<file path="src/rtl/ecg_sample_player.sv">
// Replays a stored ECG recording from memory as a paced valid/ready sample stream.
// Latency: pacing tick -> sample_valid_o in 2 cycles (read strobe issued in the tick cycle).
// Backpressure: a held sample absorbs late ticks and sets sticky overrun_o; no sample is skipped.
module ecg_sample_player #(
    parameter int DATA_WIDTH = 11,
    parameter int LENGTH     = 21600,
    parameter int ADDR_WIDTH = 15,
    parameter int TICK_DIV   = 277777
) (
    input  logic                  clk,
    input  logic                  rst_n,
    input  logic                  start_i,
    input  logic                  stop_i,
    input  logic                  loop_i,
    output logic                  mem_rd_o,
    output logic [ADDR_WIDTH-1:0] mem_addr_o,
    input  logic [DATA_WIDTH-1:0] mem_data_i,
    output logic [DATA_WIDTH-1:0] sample_o,
    output logic [ADDR_WIDTH-1:0] sample_idx_o,
    output logic                  sample_valid_o,
    input  logic                  sample_ready_i,
    output logic                  busy_o,
    output logic                  done_o,
    output logic                  overrun_o
);

    localparam int CW = (TICK_DIV > 1) ? $clog2(TICK_DIV) : 1;
    localparam logic [CW-1:0]         TICK_MAX = CW'(TICK_DIV - 1);
    localparam logic [ADDR_WIDTH-1:0] LAST     = ADDR_WIDTH'(LENGTH - 1);

    typedef enum logic [2:0] {
        IDLE    = 3'd0,
        WAIT    = 3'd1,
        READ    = 3'd2,
        PRESENT = 3'd3,
        DONE    = 3'd4
    } state_t;

    state_t                  state, state_nxt;
    logic [CW-1:0]           cnt;
    logic [ADDR_WIDTH-1:0]   idx, idx_nxt, idx_inc, rd_addr, addr_q;
    logic                    busy, tick, go, rd, ovr_nxt;

    assign busy    = (state == WAIT) || (state == READ) || (state == PRESENT);
    assign tick    = busy && (cnt == TICK_MAX);
    assign idx_inc = (idx == LAST) ? '0 : idx + 1'b1;

    always_comb begin
        state_nxt = state;
        idx_nxt   = idx;
        ovr_nxt   = overrun_o;
        go        = 1'b0;
        rd        = 1'b0;
        rd_addr   = idx;
        if (stop_i) begin
            state_nxt = IDLE;
            idx_nxt   = '0;
        end else begin
            case (state)
                IDLE, DONE: begin
                    if (start_i) begin
                        state_nxt = WAIT;
                        idx_nxt   = '0;
                        ovr_nxt   = 1'b0;
                        go        = 1'b1;
                    end
                end
                WAIT: begin
                    if (tick) begin
                        state_nxt = READ;
                        rd        = 1'b1;
                    end
                end
                READ: state_nxt = PRESENT;
                PRESENT: begin
                    if (sample_ready_i) begin
                        if ((idx == LAST) && !loop_i) begin
                            state_nxt = DONE;
                        end else begin
                            // a tick landing on the handshake fetches the next sample at once
                            idx_nxt = idx_inc;
                            rd_addr = idx_inc;
                            if (tick) begin
                                state_nxt = READ;
                                rd        = 1'b1;
                            end else begin
                                state_nxt = WAIT;
                            end
                        end
                    end else if (tick) begin
                        ovr_nxt = 1'b1;
                    end
                end
                default: state_nxt = IDLE;
            endcase
        end
    end

    always_ff @(posedge clk or negedge rst_n) begin
        if (!rst_n) begin
            state        <= IDLE;
            cnt          <= '0;
            idx          <= '0;
            addr_q       <= '0;
            overrun_o    <= 1'b0;
            sample_o     <= '0;
            sample_idx_o <= '0;
        end else begin
            state     <= state_nxt;
            idx       <= idx_nxt;
            overrun_o <= ovr_nxt;
            if (go || !busy) begin
                cnt <= '0;
            end else begin
                cnt <= tick ? '0 : cnt + 1'b1;
            end
            if (rd) begin
                addr_q <= rd_addr;
            end
            if ((state == READ) && !stop_i) begin
                sample_o     <= mem_data_i;
                sample_idx_o <= idx;
            end
        end
    end

    assign mem_rd_o       = rd;
    assign mem_addr_o     = rd ? rd_addr : addr_q;
    assign sample_valid_o = (state == PRESENT);
    assign busy_o         = busy;
    assign done_o         = (state == DONE);

endmodule

</file>
<file path="config.mk">
export PLATFORM = sky130hd
export DESIGN_NAME = ecg_sample_player
export DESIGN_NICKNAME = d
export VERILOG_FILES = /design/src/rtl/ecg_sample_player.sv
export SDC_FILE = /design/constraint.sdc
export NUM_CORES = 1
export LEC_CHECK = 0
export CAP_MARGIN = 30
export CELL_PAD_IN_SITES_DETAIL_PLACEMENT = 1
export CELL_PAD_IN_SITES_GLOBAL_PLACEMENT = 1
export CORE_MARGIN = 2
export CORE_UTILIZATION = 32
export CTS_BUF_LIST = sky130_fd_sc_hd__clkbuf_4
export DETAILED_ROUTE_END_ITERATION = 10
export PLACE_DENSITY_LB_ADDON = 0.1
export SLEW_MARGIN = 0
export SYNTH_ARGS = -nofsm -noshare
export SYNTH_HDL_FRONTEND = slang
export SYNTH_SLANG_ARGS = --single-unit
</file>
<file path="constraint.sdc">
create_clock -name clk -period 3.3 [get_ports clk]
set_input_delay 0.495 -clock clk [delete_from_list [all_inputs] [get_ports clk]]
set_output_delay 0.495 -clock clk [all_outputs]
set_load 0.005 [all_outputs]
</file>
### Word-level counts from Yosys, hierarchy flattened

Index checks and enable logic that the tools add are counted.

| word-level totals | value |
|---|---|
| register bits after elaboration | 79 |
| bits of input ports | 17 |
| output and inout port bits | 46 |
| word-level logic and storage cells | 68 |

| cells by class | value |
|---|---|
| add/sub/neg operators | 2 |
| equality and inequality tests | 12 |
| multiplexer cells | 30 |
| bitwise logic cells | 1 |
| reductions and logical operators | 16 |

Operators by type and width:

| kind | number |
|---|---|
| 15-bit 2-to-1 mux | 8 |
| 19-bit 2-to-1 mux | 2 |
| 15-bit case mux with 2 select lines | 1 |
| 19-bit by 1-bit adder with 19-bit output, second input constant | 1 |
| 19-bit == test, second input constant | 1 |
| 15-bit by 1-bit adder with 15-bit output, second input constant | 1 |
| 15-bit == test, second input constant | 1 |
| 3-bit 2-to-1 mux | 5 |
| 3-bit case mux with 4 select lines | 1 |
| 1-bit 2-to-1 mux | 10 |
| 3-bit by 2-bit == test with 1-bit output, second input constant | 2 |
| 3-bit inequality test, second input constant | 2 |
| 5-bit AND reduction | 1 |
| 2-bit inequality test, second input constant | 2 |
| 1-bit case mux with 2 select lines | 2 |
| 3-bit by 1-bit == test with 1-bit output, second input constant | 1 |
| 3-bit == test, second input constant | 1 |
| 1-bit logical AND | 3 |
| 1-bit zero test | 3 |
| 3-bit zero test | 1 |
| 1-bit logical OR | 3 |
| 3-bit by 2-bit inequality test with 1-bit output, second input constant | 1 |
| 3-bit AND reduction | 1 |
| 3-bit nonzero test | 1 |
| other kinds (6) | 6 |

### Longest topological paths before layout

Gate-level depths: netlist of the first run.

| logic depth | value |
|---|---|
| depth after elaboration | 10 |
| mapped depth | 9 |
| depth with buffers taken out | 9 |

### Least setup slack after synthesis of the first run

No wires, ideal clock.

| timing path | value |
|---|---|
| path kind | flip-flop to output port |
| from | reg cnt[2] |
| to | out mem_addr_o[2] |
| data arrival time | 2.112 ns |
| required time | 2.805 ns |
| path slack | 0.693 ns |
| stages on the path, launching flop included | 7 |
| buffers on the path | 1 |
| path through | dfrtp_1 -> or4b_1 -> nor4_2 -> nand3_2 -> a211o_1 -> buf_6 -> o31ai_2 |

| between the ends | value |
|---|---|
| cells in the longest elaborated chain, start to end | 8 |

RTL lines:

| element | RTL line | source |
|---|---|---|
| start: declaration | 40 | `logic [CW-1:0] cnt;` |
| start signal: assignment | 115 | `cnt <= tick ? '0 : cnt + 1'b1;` |
| 19-bit == test (*) | 45 | `assign tick = busy && (cnt == TICK_MAX);` |
| 1-bit logical AND (*) | 45 |  |
| 1-bit 2-to-1 mux (*) | 69, 83 |  |
| 1-bit 2-to-1 mux | 77 | `if ((idx == LAST) && !loop_i) begin` |
| 1-bit 2-to-1 mux | 76 | `if (sample_ready_i) begin` |
| 1-bit case mux with 2 select lines (*) | 59 | `case (state)` |
| 1-bit 2-to-1 mux (*) | 55 | `if (stop_i) begin` |
| 15-bit 2-to-1 mux (*) | n/a |  |
| end: declaration | 16 | `output logic [ADDR_WIDTH-1:0] mem_addr_o,` |

Every way passes the cells marked *; elsewhere a longest branch is shown, timed or not.

### Worst setup path in the final report of the first run

| timing path | value |
|---|---|
| from | reg cnt[15] |
| to | out mem_addr_o[3] |

The elaborated chain is that of the path after synthesis.

==> results by group, run 1 <==
Global route
  • Vias in the first global route: 3764
  • Met1 GRT Util: 0.275
  • Met3 Resource Use GR: 0.0385
  • First-pass GRT wire length: approximately 20000 um
  • Initial antenna violation count: 0
  • Largest net degree at the start of global routing: 44
  • Grt total ovfl: 0
  • Global routing usage on met2: 0.321
  • GRT Util Overall: 0.200
  • Busiest grt layer: met2

Timing
  • Max Freq: 301 MHz
  • Setup ws final: -19.5 ps
  • Final hold vios: 0
  • Rel. slew slack: 0.557
  • Final Slew Violations: 0
  • Final setup vio count: 1
  • Layout Skew: 17.8 ps
  • Fin crit share: 1.01
  • Tmin final: 3320 ps
  • Worst Tran Pin Value: 662 ps
  • RSZ-0062 raised after global routing: true

Clock tree
  • Max Root-Sink Buffers: 2
  • CTS sink cnt: 79
  • TritonCTS clock tree: built
  • H-tree Lvls: 3
  • Clock transition at path regs: 130 ps
  • Clock Tree Root: clkbuf_4
  • Skew-Pair Late Insertion Delay: 460 ps
  • CTS Buf Count: 9

Routing
  • Antenna viol nets, final: 0
  • Drc violations: 0
  • Routed WL per cell: 18.1 um
  • Drt total wl: 12400 um
  • Initial DRT Pass Iterations: 4
  • Initial drt markers: around 160
  • Vias/cell: between 5 and 6
  • Via count: 3608

Yosys
  • Post-synth cell types: 57
  • Syn Std Cell Area: 3930 um^2
  • Fraction of registers with async set/reset: 1.00
  • Post-synth EDFFs: 0
  • Yosys reg bits: 79
  • Synth Area per Inst: 9.87 um^2
  • Post-Syn Instances: 398
  • Syn Nets: 418
  • Syn. warnings: 0
  • Synth Flop Type: dfrtp_1
  • Sequential area share after synthesis: 0.503

Min path
  • WHS Endpoint: addr_q[10]
  • Hold depth: 2
  • Worst hold path class: reg -> reg
  • Hold path start: addr_q[10]

Floorplanning
  • Die W: about 110 um
  • # rows: 40
  • Die footprint: 13200 um^2
  • Ports: 63
  • Core outline area: between 10000 and 15000 um^2
  • Die Y: 115 um
  • Initial core utilization: 0.327

Worst setup path
  • RR Startpoint: cnt[15]
  • Crit-path max FO: 5
  • Worst reg2reg endpoint: addr_q[3]
  • Setup CP Type: reg -> out
  • Reg2Reg Depth: 13
  • R2r setup slk: approximately 470 ps
  • Worst Setup End Kind: primary output
  • Data arrival time of the critical path: 2820 ps
  • Required time worst endpoint: 2800 ps
  • Startpoint Class: flip-flop

Pwr
  • LEAKAGE: approximately 2.5 nW
  • PD cells: between 300 and 400 nW/um^2
  • VDD IR max: around 230 uV
  • Total power: 2.04 mW

Job
  • Max Cap Viol: 0

Outcome
  • Status: finished, violations left
  • Violated checks: negative setup slack

Place
  • HPWL after DPL: 8900 um
  • Number of port buffers: 62
  • Setup WS pre-CTS: -225 ps
  • Final GP Congestion: 0.849
  • Instance area at placement: 5100 um^2

Finish
  • Post-route cell area: 5650 um^2
  • Share of cells above drive strength 1: 0.326
  • Most common cell after layout, fill and taps aside: dfrtp_1
  • Commonest non-fill, non-tap cells in the layout: 79 x dfrtp_1, 69 x buf_4, 45 x clkdlybuf4s50_1
  • Area Overhead vs Synth: 43.8%
  • Antenna diodes: 0
  • Final nets: approximately 550
  • Fill cells: 1372
-- report_power, final --
part           leakage (nW)  total (mW)  internal, mW  switching [mW]
registers              1.08        1.08          1.04          0.0374
clock network        0.0690       0.572         0.229           0.343
logic                  1.38       0.389         0.229           0.160
total                  2.52        2.04          1.50           0.540
-- final cells by class --
class / count / area, um^2 / share of cell area
inverter: 6 / 27.5 / 0.00487
clock inverter: 5 / 50.0 / 0.00886
sequential: 79 / 1980 / 0.350
tap: 147 / 184 / 0.0326
timing repair buffer: 144 / 1270 / 0.224
clock buffer: 10 / 75.1 / 0.0133
multi-input combinational: 292 / 2070 / 0.366
-- logic make-up after synthesis --
family          synth area share
compound gates             0.146
xor+xnor                  0.0290
fa+ha+maj                0.00956
buf+inv                   0.0290
flops                      0.503
mux                       0.0771
simple gates               0.206
-- critical path, cell delays in order, from the launching register on --
cell	delay (ps)
dfrtp_1	400
or4b_4	550
nor4_4	280
nand3_2	110
a211o_4	380
clkinv_4	100
buf_6	100
buf_6	90
buf_4	110
a31oi_4	80
buf_2	150
-- Yosys cell counts, types with 3 or more instances --
master    count  area share
a21o_1        3      0.0057
a21oi_1      29       0.037
a31oi_1       5      0.0080
and2_1        7       0.011
and3_1        9       0.014
and4_1        4      0.0089
buf_2         3      0.0038
clkbuf_1     16       0.015
dfrtp_1      79        0.50
ha_1          3      0.0096
inv_1         5      0.0048
mux2_2       26       0.075
nand2_1      45       0.043
nand3_1      12       0.015
nand4_1       9       0.014
nor2_1       35       0.033
nor3_1        9       0.011
nor3b_1       4      0.0076
o21ai_0      31       0.040
o31ai_1       3      0.0057
or3_1         9       0.014
xor2_1       11       0.025
-- sequential cells by signal, summed over array words and instances, names as in the netlist --
signal        flops
addr_q           15
cnt              19
idx              15
overrun_o         1
sample_idx_o     15
sample_o         11
state             3
-- metrics by stage --
step                 util  setup TNS, ps  hold slack (ps)  cells
floorplan               -              0              199    398
finish              0.470          -19.5              484    683
detailed placement  0.425          -1700              469    643
global placement    0.422          -1570              454    642
CTS                 0.450          -1330              489    671
global route        0.470           -625              512    683
-- how the worst max path moves through the flow --
stage	start	endpoint	slack (ps)	cells after the start
final	cnt[15]	mem_addr_o[3]	-20	10
after global routing	cnt[15]	mem_addr_o[3]	-120	10
after CTS	cnt[0]	mem_addr_o[8]	-170	9
after detailed placement	loop_i	mem_addr_o[3]	-220	8
after global placement	stop_i	mem_addr_o[0]	-210	10
after floorplan	cnt[2]	mem_addr_o[2]	690	6
-- layer usage --
layer | vias to the layer above | part of all wire
met3 | 15 | 0.037
met1 | 1811 | 0.47
met2 | 69 | 0.48
li1 | 1713 | -
met4 | 0 | 0.015
met5 | - | 0
-- timing repair --
action	CTS	global route
gates cloned	1	1
gates resized for setup	81	46
pin swaps	3	14
setup buffers	11	12
endpoints found under the hold margin	29	0
hold buffers	1	0
setup endpoints to repair	16	16
(Power assumes the default switching activity.)
==> inputs of run 2 (changes only) <==
DONT_BUFFER_PORTS = 1   (was not set)
TNS_END_PERCENT = 1   (was not set)
==> run 2 against run 1 <==
The run now ends clean. Clock power up 22%. Combinational power decreased by 52%. Routed wire length decreased by 11%. Die area stayed put. Global-route usage down 2.1 points. Register-to-register slack gained 390 ps. Critical path depth down 1. Hold slack worse by 400 ps. Clock-buffer cell count is 1 lower.
==> results by group, run 2 (synthesis gave the netlist of run 1 again) <==
Routing
  • Drt total wl: 11100 um (was 12400 um)
  • Initial drt markers: 100 (was 158)
  • Drc violations: 0 (unchanged)
  • Vias/cell: 5.50 (was 5.28)
  • Routed WL per cell: 19.6 um (was 18.1 um)
  • Initial DRT Pass Iterations: 4 (unchanged)
  • Antenna viol nets, final: 0 (unchanged)
  • Via count: 3094 (was 3608)

Timing
  • Fin Hold WS: 80.3 ps (was 484 ps)
  • Rel. slew slack: 0.564 (was 0.557)
  • RSZ-0062 raised after global routing: true (unchanged)
  • Setup ws final: 88.5 ps (was -19.5 ps)
  • Final Slew Violations: 0 (unchanged)
  • Max Freq: 311 MHz (was 301 MHz)
  • Final setup vio count: 0 (was 1)
  • Layout Skew: 22.3 ps (was 17.8 ps)
  • Fin crit share: 0.973 (was 1.01)
  • Tmin final: 3210 ps (was 3320 ps)
  • Setup TNS: 0 ps (was -19.5 ps)
  • Final hold vios: 0 (unchanged)
  • Worst Tran Pin Value: 653 ps (was 662 ps)

Floorplanning
  • Initial core utilization: 0.327 (unchanged)
  • Core outline area: 12000 um^2 (unchanged)
  • Die W: 115 um (unchanged)
  • Ports: 63 (unchanged)
  • Die Y: 115 um (unchanged)
  • # rows: 40 (unchanged)
  • Die footprint: 13200 um^2 (unchanged)

Clock tree
  • Clock transition at path regs: 130 ps (about the same)
  • Max Root-Sink Buffers: 2 (unchanged)
  • TritonCTS clock tree: built (unchanged)
  • CTS Buf Count: 9 (unchanged)
  • H-tree Lvls: 3 (unchanged)
  • Skew-Pair Late Insertion Delay: 470 ps (was 460 ps)
  • Clock Tree Root: clkbuf_4 (unchanged)
  • CTS sink cnt: 79 (unchanged)

Worst setup path
  • Required time worst endpoint: 2800 ps (about the same)
  • Data arrival time of the critical path: 2720 ps (was 2820 ps)
  • Startpoint Class: flip-flop (unchanged)
  • Worst Setup End Kind: primary output (unchanged)
  • Setup CP Type: reg -> out (unchanged)
  • Crit-path max FO: 18 (was 5)

Finish
  • Most common cell after layout, fill and taps aside: dfrtp_1 (unchanged)
  • Share of cells above drive strength 1: 0.219 (was 0.326)
  • Biggest register: cnt (unchanged)
  • Max FFs per register: 19 (unchanged)
  • Number of standard cells in the final layout excluding fillers: 563 (was 683)
  • Sequential cell area: 1980 um^2 (about the same)
  • Final nets: 431 (was 552)
  • Fill cells: 1394 (was 1372)
  • Commonest non-fill, non-tap cells in the layout: 76 x dfrtp_1, 42 x nand2_1, 34 x nor2_1 (was 79 x dfrtp_1, 69 x buf_4, 45 x clkdlybuf4s50_1)
  • Post-route cell area: 4470 um^2 (was 5650 um^2)
  • Antenna diodes: 0 (unchanged)
  • Area occupied by multi-input gates: 1910 um^2 (was 2070 um^2)
  • Area Overhead vs Synth: 13.9% (was 43.8%)

Global route
  • Vias in the first global route: 3301 (was 3764)
  • Largest net degree at the start of global routing: 80 (was 44)
  • Grt total ovfl: 0 (unchanged)
  • GRT Util Overall: 0.180 (was 0.200)
  • First-pass GRT wire length: 18100 um (was 20200 um)
  • Initial antenna violation count: 0 (unchanged)

Pwr
  • LEAKAGE: 1.91 nW (was 2.52 nW)
  • VDD IR max: 307 uV (was 228 uV)
  • PD cells: 445 nW/um^2 (was 360 nW/um^2)

Place
  • Instance area at placement: 4120 um^2 (was 5100 um^2)
  • Final GP Congestion: 0.821 (was 0.849)
  • Inst Count DP: 537 (was 643)
  • Setup WS pre-CTS: 288 ps (was -225 ps)
  • Number of port buffers: 0 (was 62)
  • HPWL after DPL: 7660 um (was 8900 um)

Outcome
  • Status: completed (was finished, violations left)

Job
  • Max Cap Viol: 0 (unchanged)

Min path
  • Worst hold path class: in -> reg (was reg -> reg)
## run 2: cell types whose count changed in the layout (fill, tap and decap cells not counted), moves of 4 or more
cell	change
clkdlybuf4s50_1	-45
buf_4	-49
o21ai_0	+6
buf_2	-14
buf_6	-8
o21ai_2	-4
## run 2: layout make-up
type                            count  share of cell area
Sequential cell                    79               0.443
Multi-Input combinational cell    292               0.426
Timing Repair Buffer               23              0.0464
Tap cell                          147              0.0411
Clock inverter                      7              0.0229
Clock buffer                        9              0.0151
Inverter                            6             0.00559
## run 2: path summary, 6_finish.rpt
kind	to	from	cells after the start	slack, ps
setup / recovery	mem_addr_o[4]	cnt[0]	9	90
setup reg to reg	cnt[10]	cnt[0]	9	860
min in group asynchronous	idx[12]	rst_n	2	560
max in group asynchronous	idx[0]	rst_n	2	2340
hold / removal	state[0]	stop_i	1	80
hold reg to reg	addr_q[0]	addr_q[0]	1	510
## run 2: timing repair
action,4_1_cts,5_1_grt
setup endpoints to repair,15,15
hold buffers,2,0
endpoints found under the hold margin,79,0
setup buffers,6,2
gates resized for setup,17,10
pin swaps,3,3
## run 2: metrics by stage
stage	util	power, mW
6_report	0.372	1.99
5_1_grt	0.372	2.10
4_1_cts	0.369	2.03
3_5_place_dp	0.343	1.27
3_3_place_gp	0.343	1.27
2_1_floorplan	-	1.23
## run 2: per-layer routing
layer	wire length [um]	up-vias	GRT usage
li1	-	1462	-
met1	5350	1554	0.254
met2	4970	67	0.269
met3	623	11	0.0590
met4	106	0	0.0434
met5	0	-	0
## run 2: worst max-delay path: stages (launching register included)
cell and delay, ps:
dfrtp_1 420, inv_2 60, ha_1 130, or3b_4 380
nor4_4 290, nand3_2 110, a211o_4 340, buf_12 160
a311oi_2 180, a21o_1 170
## run 2: power by group
part	switching [mW]	leakage (nW)	internal, mW
clock	0.384	0.0875	0.316
sequential	0.0637	1.07	1.04
combinational	0.0984	0.748	0.0892
==> inputs of run 3 (changes only) <==
--- a/config.mk
+++ b/config.mk
@@ -9,4 +9,5 @@
 export CELL_PAD_IN_SITES_DETAIL_PLACEMENT = 1
 export CELL_PAD_IN_SITES_GLOBAL_PLACEMENT = 1
+export CORE_ASPECT_RATIO = 1.4
 export CORE_MARGIN = 2
 export CORE_UTILIZATION = 32
==> constraint.sdc (replaced) <==
create_clock -name clk -period 3.3 [get_ports clk]
set_input_delay 0.33 -clock clk [delete_from_list [all_inputs] [get_ports clk]]
set_output_delay 0.33 -clock clk [all_outputs]
set_load 0.005 [all_outputs]
==> run 3 against run 2 <==
Power is 0.55% lower. Via count is 1.7% higher. Routed wire length rose by 2.2%. Sequential cell count stayed put. Clock skew down 5.0 ps. Setup slack improved by 130 ps. Sequential power is essentially flat. Sequential share of layout area fell by 0.40 points. Clock-buffer cell count stayed put. Critical endpoint is now mem_addr_o[9].
==> results by group, run 3 (synthesis gave the netlist of run 1 again) <==
Global route
  • Largest net degree at the start of global routing: 80 (unchanged)
  • Initial antenna violation count: 1 (was 0)
  • Vias in the first global route: 3522 (was 3301)
  • GRT Util Overall: 0.184 (was 0.180)
  • First-pass GRT wire length: 18900 um (was 18100 um)
  • Grt total ovfl: 0 (unchanged)

Clock tree
  • TritonCTS clock tree: built (unchanged)
  • CTS sink cnt: 79 (unchanged)
  • Clock Tree Root: clkbuf_4 (unchanged)
  • Max Root-Sink Buffers: 2 (unchanged)
  • CTS Buf Count: 9 (unchanged)
  • Skew-Pair Late Insertion Delay: 440 ps (was 470 ps)
  • Clock transition at path regs: 140 ps (was 130 ps)
  • H-tree Lvls: 3 (unchanged)

Worst setup path
  • Data arrival time of the critical path: 2760 ps (was 2720 ps)
  • Required time worst endpoint: 2970 ps (was 2800 ps)
  • CP max stage cell: or4b_4 (was dfrtp_1)
  • Crit-path cells: or4b_4 > nor4_4 > nand3_2 > a211o_1 > buf_4 > inv_6 > o311ai_0 > o21a_1 (was inv_2 > ha_1 > or3b_4 > nor4_4 > nand3_2 > a211o_4 > buf_12 > a311oi_2 > a21o_1)
  • Startpoint Class: flip-flop (unchanged)
  • Worst Setup End Kind: primary output (unchanged)
  • Max incr delay on CP: 560 ps (was 420 ps)
  • Crit-path max FO: 10 (was 18)
  • Setup CP Type: reg -> out (unchanged)

Floorplanning
  • Die W: 97.6 um (was 115 um)
  • Initial core utilization: 0.331 (was 0.327)
  • Core outline area: 11900 um^2 (was 12000 um^2)
  • Ports: 63 (unchanged)
  • Die Y: 135 um (was 115 um)
  • # rows: 47 (was 40)
  • Die footprint: 13200 um^2 (about the same)

Place
  • HPWL after DPL: 8220 um (was 7660 um)
  • Inst Count DP: 534 (was 537)
  • Number of port buffers: 0 (unchanged)
  • Final GP Congestion: 0.853 (was 0.821)

Finish
  • Share of cells above drive strength 1: 0.171 (was 0.219)
  • Number of standard cells in the final layout excluding fillers: 569 (was 563)
  • Sequential cell area: 1980 um^2 (about the same)
  • Fill cells: 1352 (was 1394)
  • Max FFs per register: 19 (unchanged)
  • Biggest register: cnt (unchanged)
  • Area occupied by multi-input gates: 1870 um^2 (was 1910 um^2)
  • Commonest non-fill, non-tap cells in the layout: 77 x dfrtp_1, 45 x nand2_1, 35 x nor2_1 (was 76 x dfrtp_1, 42 x nand2_1, 34 x nor2_1)
  • Final nets: 436 (was 431)
  • Area Overhead vs Synth: 14.8% (was 13.9%)
  • Most common cell after layout, fill and taps aside: dfrtp_1 (unchanged)

Timing
  • Fin crit share: 0.935 (was 0.973)
  • Tmin final: 3090 ps (was 3210 ps)
  • Final hold vios: 0 (unchanged)
  • Layout Skew: 17.2 ps (was 22.3 ps)
  • Rel. slew slack: 0.549 (was 0.564)
  • Final setup vio count: 0 (unchanged)
  • Final Slew Violations: 0 (unchanged)
  • Max Freq: 324 MHz (was 311 MHz)
  • Setup TNS: 0 ps (unchanged)
  • Worst Tran Pin Value: 667 ps (was 653 ps)
  • RSZ-0062 raised after global routing: false (was true)

Pwr
  • VDD IR max: 208 uV (was 307 uV)
  • PD cells: 439 nW/um^2 (was 445 nW/um^2)
  • LEAKAGE: 1.91 nW (about the same)

Min path
  • Worst hold path class: in -> reg (unchanged)

Routing
  • Vias/cell: 5.53 (was 5.50)
  • Initial DRT Pass Iterations: 4 (unchanged)
  • Drc violations: 0 (unchanged)
  • Via count: 3147 (was 3094)
  • Antenna viol nets, final: 0 (unchanged)
  • Initial drt markers: 116 (was 100)
  • Drt total wl: 11300 um (was 11100 um)
  • Routed WL per cell: 19.8 um (was 19.6 um)

Job
  • Max Cap Viol: 0 (unchanged)

Outcome
  • Status: completed (unchanged)
==> run 3: final timing paths <==
check	startpoint	to	slack (ps)	cells after the start
max in group asynchronous	rst_n	idx[0]	2530	2
min in group asynchronous	rst_n	addr_q[9]	450	2
hold / removal	sample_ready_i	idx[5]	70	2
setup / recovery	cnt[2]	mem_addr_o[9]	210	8
hold reg to reg	cnt[0]	cnt[0]	490	1
setup reg to reg	cnt[2]	addr_q[9]	880	8
==> run 3: metrics by stage <==
step	area, um^2	hold WS, ps	util	setup WS, ps	power [mW]
final	4510	74.6	0.380	214	1.98
after global routing	4510	39.1	0.380	7.94	2.09
after CTS	4450	9.02	0.374	29.4	2.01
after detailed placement	4110	38.1	0.346	447	1.28
after global placement	4110	38.2	0.346	575	1.27
after floorplan	3930	34.4	-	858	1.23
==> run 3: critical path, delay by kind of cell, from the launching register on <==
family,cells,cell delay (ps)
AO/OA/AOI/OAI,3,560
AND/OR/NAND/NOR,3,990
flip-flops,1,470
buffers and inverters,2,290
==> run 3: repair_timing <==
action / CTS / global route
cloned: 0 / 0
setup buffers: 0 / 2
gates resized for setup: 2 / 11
hold buffers: 15 / 1
endpoints found under the setup margin: 4 / 14
hold endpoints to repair: 92 / 1
==> run 3: metal layers <==
| layer | vias to the layer above | routed length (um) | track usage |
|---|---|---|---|
| met5 | - | 0 | 0 |
| met4 | 0 | 362 | 0.0802 |
| met3 | 21 | 405 | 0.0430 |
| met2 | 64 | 6160 | 0.336 |
| met1 | 1588 | 4370 | 0.203 |
| li1 | 1474 | - | - |
==> run 3: layout make-up <==
class,count,area share
Tap cell,147,0.0408
Multi-Input combinational cell,292,0.414
Clock buffer,9,0.0150
Antenna cell,1,0.000555
Sequential cell,79,0.439
Clock inverter,7,0.0227
Timing Repair Buffer,28,0.0621
Inverter,6,0.00610
==> run 3: power by group <==
part / internal, mW / total, mW / switching [mW]
clock network: 0.314 / 0.688 / 0.374
registers: 1.04 / 1.10 / 0.0653
logic: 0.0909 / 0.188 / 0.0966
